## config.mk

```make
export PLATFORM = sky130hd
export DESIGN_NAME = fifo_nto1
export DESIGN_NICKNAME = d
export VERILOG_FILES = /design/src/rtl/fifo_pkg.sv /design/src/rtl/fifo_nto1_reg_file_multi.sv /design/src/rtl/fifo_nto1.sv
export SDC_FILE = /design/constraint.sdc
export NUM_CORES = 1
export LEC_CHECK = 0
export ABC_AREA = 1
export CAP_MARGIN = 15
export CORE_MARGIN = 2
export CORE_UTILIZATION = 35
export DETAILED_ROUTE_END_ITERATION = 10
export GPL_ROUTABILITY_DRIVEN = 1
export HOLD_SLACK_MARGIN = 0.03
export PLACE_DENSITY = 0.52
export RECOVER_POWER = 100
export SKIP_CTS_REPAIR_TIMING = 1
export SLEW_MARGIN = 10
export SYNTH_ARGS = -nofsm -noshare
export SYNTH_HDL_FRONTEND = slang
export SYNTH_HIERARCHICAL = 1
export SYNTH_SLANG_ARGS = --single-unit
```

## constraint.sdc

```tcl
create_clock -name clk -period 4.64 [get_ports clk]
set_input_delay 0.464 -clock clk [delete_from_list [all_inputs] [get_ports clk]]
set_output_delay 0.464 -clock clk [all_outputs]
set_load 0.005 [all_outputs]
```

## src/rtl/fifo_pkg.sv

```systemverilog
// Shared width helpers for the N-to-1 FIFO and its storage.
package fifo_pkg;

  function automatic int cnt_width(input int n);
    return $clog2(n + 1);
  endfunction

  function automatic int max_int(input int a, input int b);
    return (a > b) ? a : b;
  endfunction

endpackage

```

## src/rtl/fifo_nto1_reg_file_multi.sv

```systemverilog
// Storage array with several independent write lanes and one asynchronous read port.
module reg_file_multi #(
  parameter int DW    = 8,
  parameter int AW    = 4,
  parameter int LANES = 2
) (
  input  logic                     clk,
  input  logic [LANES-1:0]         i_we,
  input  logic [LANES-1:0][AW-1:0] i_waddr,
  input  logic [LANES*DW-1:0]      i_wdata,
  input  logic [AW-1:0]            i_raddr,
  output logic [DW-1:0]            o_rdata
);

  localparam int DEPTH = 1 << AW;

  logic [DW-1:0] r_mem [DEPTH];

  // Lane addresses within one write never collide, so lane order is irrelevant.
  always_ff @(posedge clk) begin
    for (int i = 0; i < LANES; i++) begin
      if (i_we[i]) begin
        r_mem[i_waddr[i]] <= i_wdata[i*DW +: DW];
      end
    end
  end

  assign o_rdata = r_mem[i_raddr];

endmodule

```

## src/rtl/fifo_nto1.sv

```systemverilog
// First-word-fall-through FIFO: up to WR_WORDS words pushed per cycle, one popped.
module fifo_nto1
  import fifo_pkg::*;
#(
  parameter int DATA_WIDTH = 8,
  parameter int ADDR_WIDTH = 4,
  parameter int WR_WORDS   = 2,
  localparam int CW        = cnt_width(WR_WORDS)
) (
  input  logic                         clk,
  input  logic                         reset,
  input  logic                         wr,
  input  logic [CW-1:0]                w_count,
  input  logic [WR_WORDS*DATA_WIDTH-1:0] w_data,
  input  logic                         rd,
  output logic [DATA_WIDTH-1:0]        r_data,
  output logic                         empty,
  output logic                         full,
  output logic [ADDR_WIDTH:0]          count,
  output logic [ADDR_WIDTH:0]          space,
  output logic                         overflow,
  output logic                         underflow
);

  localparam int DEPTH = 1 << ADDR_WIDTH;
  localparam int PW    = ADDR_WIDTH + 1;
  localparam int CMPW  = max_int(CW, PW) + 1;

  logic [PW-1:0] r_wptr;
  logic [PW-1:0] r_rptr;
  logic          r_ovf;
  logic          r_udf;

  logic [PW-1:0]   w_occ;
  logic            w_rd_ok;
  logic            w_wr_ok;
  logic [CMPW-1:0] w_req;
  logic [CMPW-1:0] w_room;
  logic [WR_WORDS-1:0]                 w_lane_en;
  logic [WR_WORDS-1:0][ADDR_WIDTH-1:0] w_lane_addr;

  assign w_occ = r_wptr - r_rptr;
  assign count = w_occ;
  assign empty = (w_occ == PW'(0));
  assign full  = (w_occ == PW'(DEPTH));
  assign space = PW'(DEPTH) - w_occ;

  // A same-cycle accepted read frees one slot, so it counts toward the room.
  assign w_rd_ok = rd & ~empty;
  assign w_req   = CMPW'(w_count);
  assign w_room  = CMPW'(space) + CMPW'(w_rd_ok);
  assign w_wr_ok = wr & (w_count != CW'(0)) & (w_req <= CMPW'(WR_WORDS)) & (w_req <= w_room);

  // Per-lane enables and wrapped addresses for an accepted write.
  always_comb begin
    w_lane_en   = '0;
    w_lane_addr = '0;
    for (int i = 0; i < WR_WORDS; i++) begin
      w_lane_en[i]   = w_wr_ok & (CMPW'(i) < w_req);
      w_lane_addr[i] = r_wptr[ADDR_WIDTH-1:0] + ADDR_WIDTH'(i);
    end
  end

  // Pointer advance and one-cycle error pulses.
  always_ff @(posedge clk) begin
    if (reset) begin
      r_wptr <= '0;
      r_rptr <= '0;
      r_ovf  <= 1'b0;
      r_udf  <= 1'b0;
    end else begin
      if (w_wr_ok) begin
        r_wptr <= r_wptr + PW'(w_count);
      end
      if (w_rd_ok) begin
        r_rptr <= r_rptr + PW'(1);
      end
      r_ovf <= wr & (w_count != CW'(0)) & ~w_wr_ok;
      r_udf <= rd & empty;
    end
  end

  assign overflow  = r_ovf;
  assign underflow = r_udf;

  reg_file_multi #(
    .DW    (DATA_WIDTH),
    .AW    (ADDR_WIDTH),
    .LANES (WR_WORDS)
  ) u_mem (
    .clk     (clk),
    .i_we    (w_lane_en),
    .i_waddr (w_lane_addr),
    .i_wdata (w_data),
    .i_raddr (r_rptr[ADDR_WIDTH-1:0]),
    .o_rdata (r_data)
  );

endmodule

```

==> impl_metrics.csv <==
group,metric,value,unit
power,leakagePower,4.32,nW
setup_path,critPathLaunchType,"register",
synth,synth_commonest_cells,"nand2_1 (337), inv_1 (155), o21ai_0 (140)",
synth,synth_compound_area_share,10.1,%
global_routing,grt.total_usage,20.8,%
clocking,insertion_delay,0.43,ns
floorplanning,fp.dieH,156,um
synth,synth_edf_count,128,
synth,synth-xor-area-share,0.754,%
synth,synth_flop_cell,"edfxtp_1",
floorplanning,initial_core_util,35.8,%
timing,max_freq,229,MHz
synth,synth_area_leader_cell,"edfxtp_1",
global_routing,grt_util_met3,3.41,%
clocking,path_clk_slew,0.06,ns
setup_path,cp_cell_sequence,"inv_1 -> ha_1 -> fa_1 -> ha_1 -> nand3_2 -> nor2_1 -> ha_1 -> nor2_1 -> nor2_1 -> a21oi_1 -> ha_1 -> a21oi_1 -> o21a_1 -> nand2_1 -> nor2_2 -> nand2_4 -> nand2_4 -> nor2_1 -> inv_1 -> nor3_2 -> inv_1 -> o22ai_1 -> buf_4",
floorplanning,fp.dieW,156,um
synth,synth_area,0.00813,mm^2
clocking,htreeDepth,4,
place,gp_congestion,0.850,
hold_path,hp-class,"register to register",
floorplanning,rows,55,
synth,yosys-mux-area-fraction,0,%
layout,post-route-util,42.6,%
routing,wl,24400,um
global_routing,grtUsageMet1,28.4,%
synth,synthSimpleGateAreaFrac,25.8,%
setup_path,cp_top_family,"adder cells",
synth,synth_top_cell_area_share,47.3,%
clocking,cts_tree,"done",
synth,synth_area_leaders,"edfxtp_1 (47%), nand2_1 (16%), o21ai_0 (8.6%)",
flow_run,max-cap-violations,0,
global_routing,grt_pass1_vias,6200,
setup_path,cp_max_fo,8,
synth,synth-seq-area-share,50.2,%
timing,period_needed,4.36,ns
global_routing,top_usage_layer,"met2",
power,power_density,415,mW/mm^2
synth,synthAdderAreaFrac,2.65,%
global_routing,antenna_found_initial,0,
synth,synthesis.instances,1035,
synth,synth.yosys.warnings,6,
power,intPower,0.00278,W
routing,dr_total_vias,6819,
clocking,ctsRootBufferMaster,"clkbuf_16",
routing,drtAntennaViolNets,0,
power,pwr-share-clk,36.1,%
timing,finalClockSkew,0.0117,ns
routing,drtIter0Drc,650,
clocking,numCtsBuffers,17,
layout,nNetsFinal,1118,
global_routing,grt_max_degree,68,
timing,finalCritPeriodShare,94.0,%
timing,worst_pin_slew,1.13,ns
timing,hold_viol,0,
synth,synth-seq-cells,140,
setup_path,criticalPathCategory,"register to register",
setup_path,cpMaxStageDelayCell,"fa_1",
synth,synth_most_common_cell,"nand2_1",
synth,synth_top_family_by_area,"simple AND/OR/NAND/NOR gates",
power,switchingPower,0.00123,W
power,p_seq_share,35.9,%
timing,setup_viol,0,
run_status,status,"complete, no violations",
setup_path,slowest_delay,0.55,ns
global_routing,overflow,0,
synth,postSynthNetCount,1073,
floorplanning,coreArea,0.0227,mm^2
layout,syn_to_final_growth,18.9,%
setup_path,endpoint_kind,"register",
routing,firstDrtPassIters,6,
setup_path,critPathBufInv,4,
power,finalPower,0.00401,W
power,swShare,30.8,%
synth,synth-async-reset-ratio,0,%
layout,drive_gt1_share,9.34,%
synth,ys_types,34,
synth,syn_avg_cell_area,7.86,um^2
routing,drc_errors,0,
routing,vias_per_cell,4.95,
global_routing,grt_pass1_wl,37400,um
power,combPwrFrac,28.0,%
place,numPortBuffers,43,
setup_path,crit_required,4.78,ns
timing,slew_viol_final,0,
global_routing,use_met2,33.7,%
floorplanning,die_area,0.0245,mm^2
timing,rsz0062_at_grt,"true",
power,peakVddDrop,0.248,mV
place,dp_hpwl,15700,um
clocking,clock_sinks,140,
layout,antenna_cells,0,
timing,whs,0.507,ns
routing,routedWlPerCell,17.7,um
timing,slew_headroom,24.7,%
setup_path,cp.arrival,4.50,ns
floorplanning,ioPinCount,44,
clocking,clock_path_buffers,2,
## registers in the layout, summed over array words and instances (netlist names)
register,flops
underflow,1
overflow,1
r_wptr,5
u_mem/r_mem,128
r_rptr,5
## metal layers
layer  routed length, um  vias up  share of wire (%)
li1                    -     3433                  -
met1               10600     3107                 44
met2               11500      248                 47
met3                1660       31                6.8
met4                 547        0                2.2
met5                   0        -                  0
## worst reg2reg max path, cell delays in order, from the launching register on
cell,delay (ns)
dfxtp_1,0.32
inv_1,0.10
ha_1,0.24
fa_1,0.55
ha_1,0.19
nand3_2,0.12
nor2_1,0.17
ha_1,0.20
nor2_1,0.07
nor2_1,0.08
a21oi_1,0.05
ha_1,0.27
a21oi_1,0.06
o21a_1,0.10
nand2_1,0.07
nor2_2,0.05
nand2_4,0.09
nand2_4,0.08
nor2_1,0.11
inv_1,0.12
nor3_2,0.32
inv_1,0.23
o22ai_1,0.23
buf_4,0.23
## area by class of cell
class	count	area, um^2
inverter	159	599
fill	2257	13000
clock buffer	17	425
tap	285	357
sequential	140	4090
multi-input combinational	677	3220
timing repair buffer	85	783
clock inverter	14	194
## power by group through the flow
| stage | clock, W | combinational (W) | sequential [W] |
|---|---|---|---|
| 6_report | 0.00145 | 0.00112 | 0.00144 |
| 5_1_grt | 0.00152 | 0.00126 | 0.00144 |
| 4_1_cts | 0.00147 | 0.00113 | 0.00144 |
| 3_5_place_dp | 0 | 0.00112 | 0.00147 |
| 3_3_place_gp | 0 | 0.00110 | 0.00147 |
| 2_1_floorplan | 0 | 0.000660 | 0.00147 |
## logic make-up after synthesis
kind of cell	count (synthesis)
buffers and inverters	218
and+or+nand+nor	493
AOI/OAI and AO/OA	161
xor gates and xnor gates	7
DFF	140
adders and majority gates	16
## final timing paths
kind	start	endpoint	slack, ns	cells past startpoint
min	r_wptr[4]$_SDFFE_PP0P_	r_wptr[4]$_SDFFE_PP0P_	0.51	2
max reg2reg	r_wptr[0]$_SDFFE_PP0P_	u_mem/r_mem[14][5]$_DFFE_PP_	0.28	23
max	r_wptr[0]$_SDFFE_PP0P_	u_mem/r_mem[14][5]$_DFFE_PP_	0.28	23
min reg2reg	r_wptr[4]$_SDFFE_PP0P_	r_wptr[4]$_SDFFE_PP0P_	0.51	2
## cell usage in the layout (no fill, tap or decap), types with 4 or more instances in the layout
cell type and n:
clkbuf_16 17, inv_1 155, clkdlybuf4s50_1 40, a21oi_1 10
xnor2_1 4, dfxtp_1 11, nor3_1 4, edfxtp_1 128
nand2_1 337, nand3_1 112, buf_4 36, bufinv_16 4
nor2_1 19, ha_1 14, o21ai_0 133, nor3_2 4
nand2_2 4, o21ai_2 5, o21ai_1 8
## per-stage QoR
step           TNS (ns)  std cells  area, um^2  setup slack, ns
4_1_cts               0       1374        9590           0.0140
5_1_grt           -2.18       1377        9660           -0.108
3_5_place_dp          0       1343        8970           0.0233
6_report              0       1377        9660            0.278
2_1_floorplan         0       1035        8130            0.269
3_3_place_gp          0       1340        8930           0.0549
Note: power is estimated with default switching activity, not from simulation.
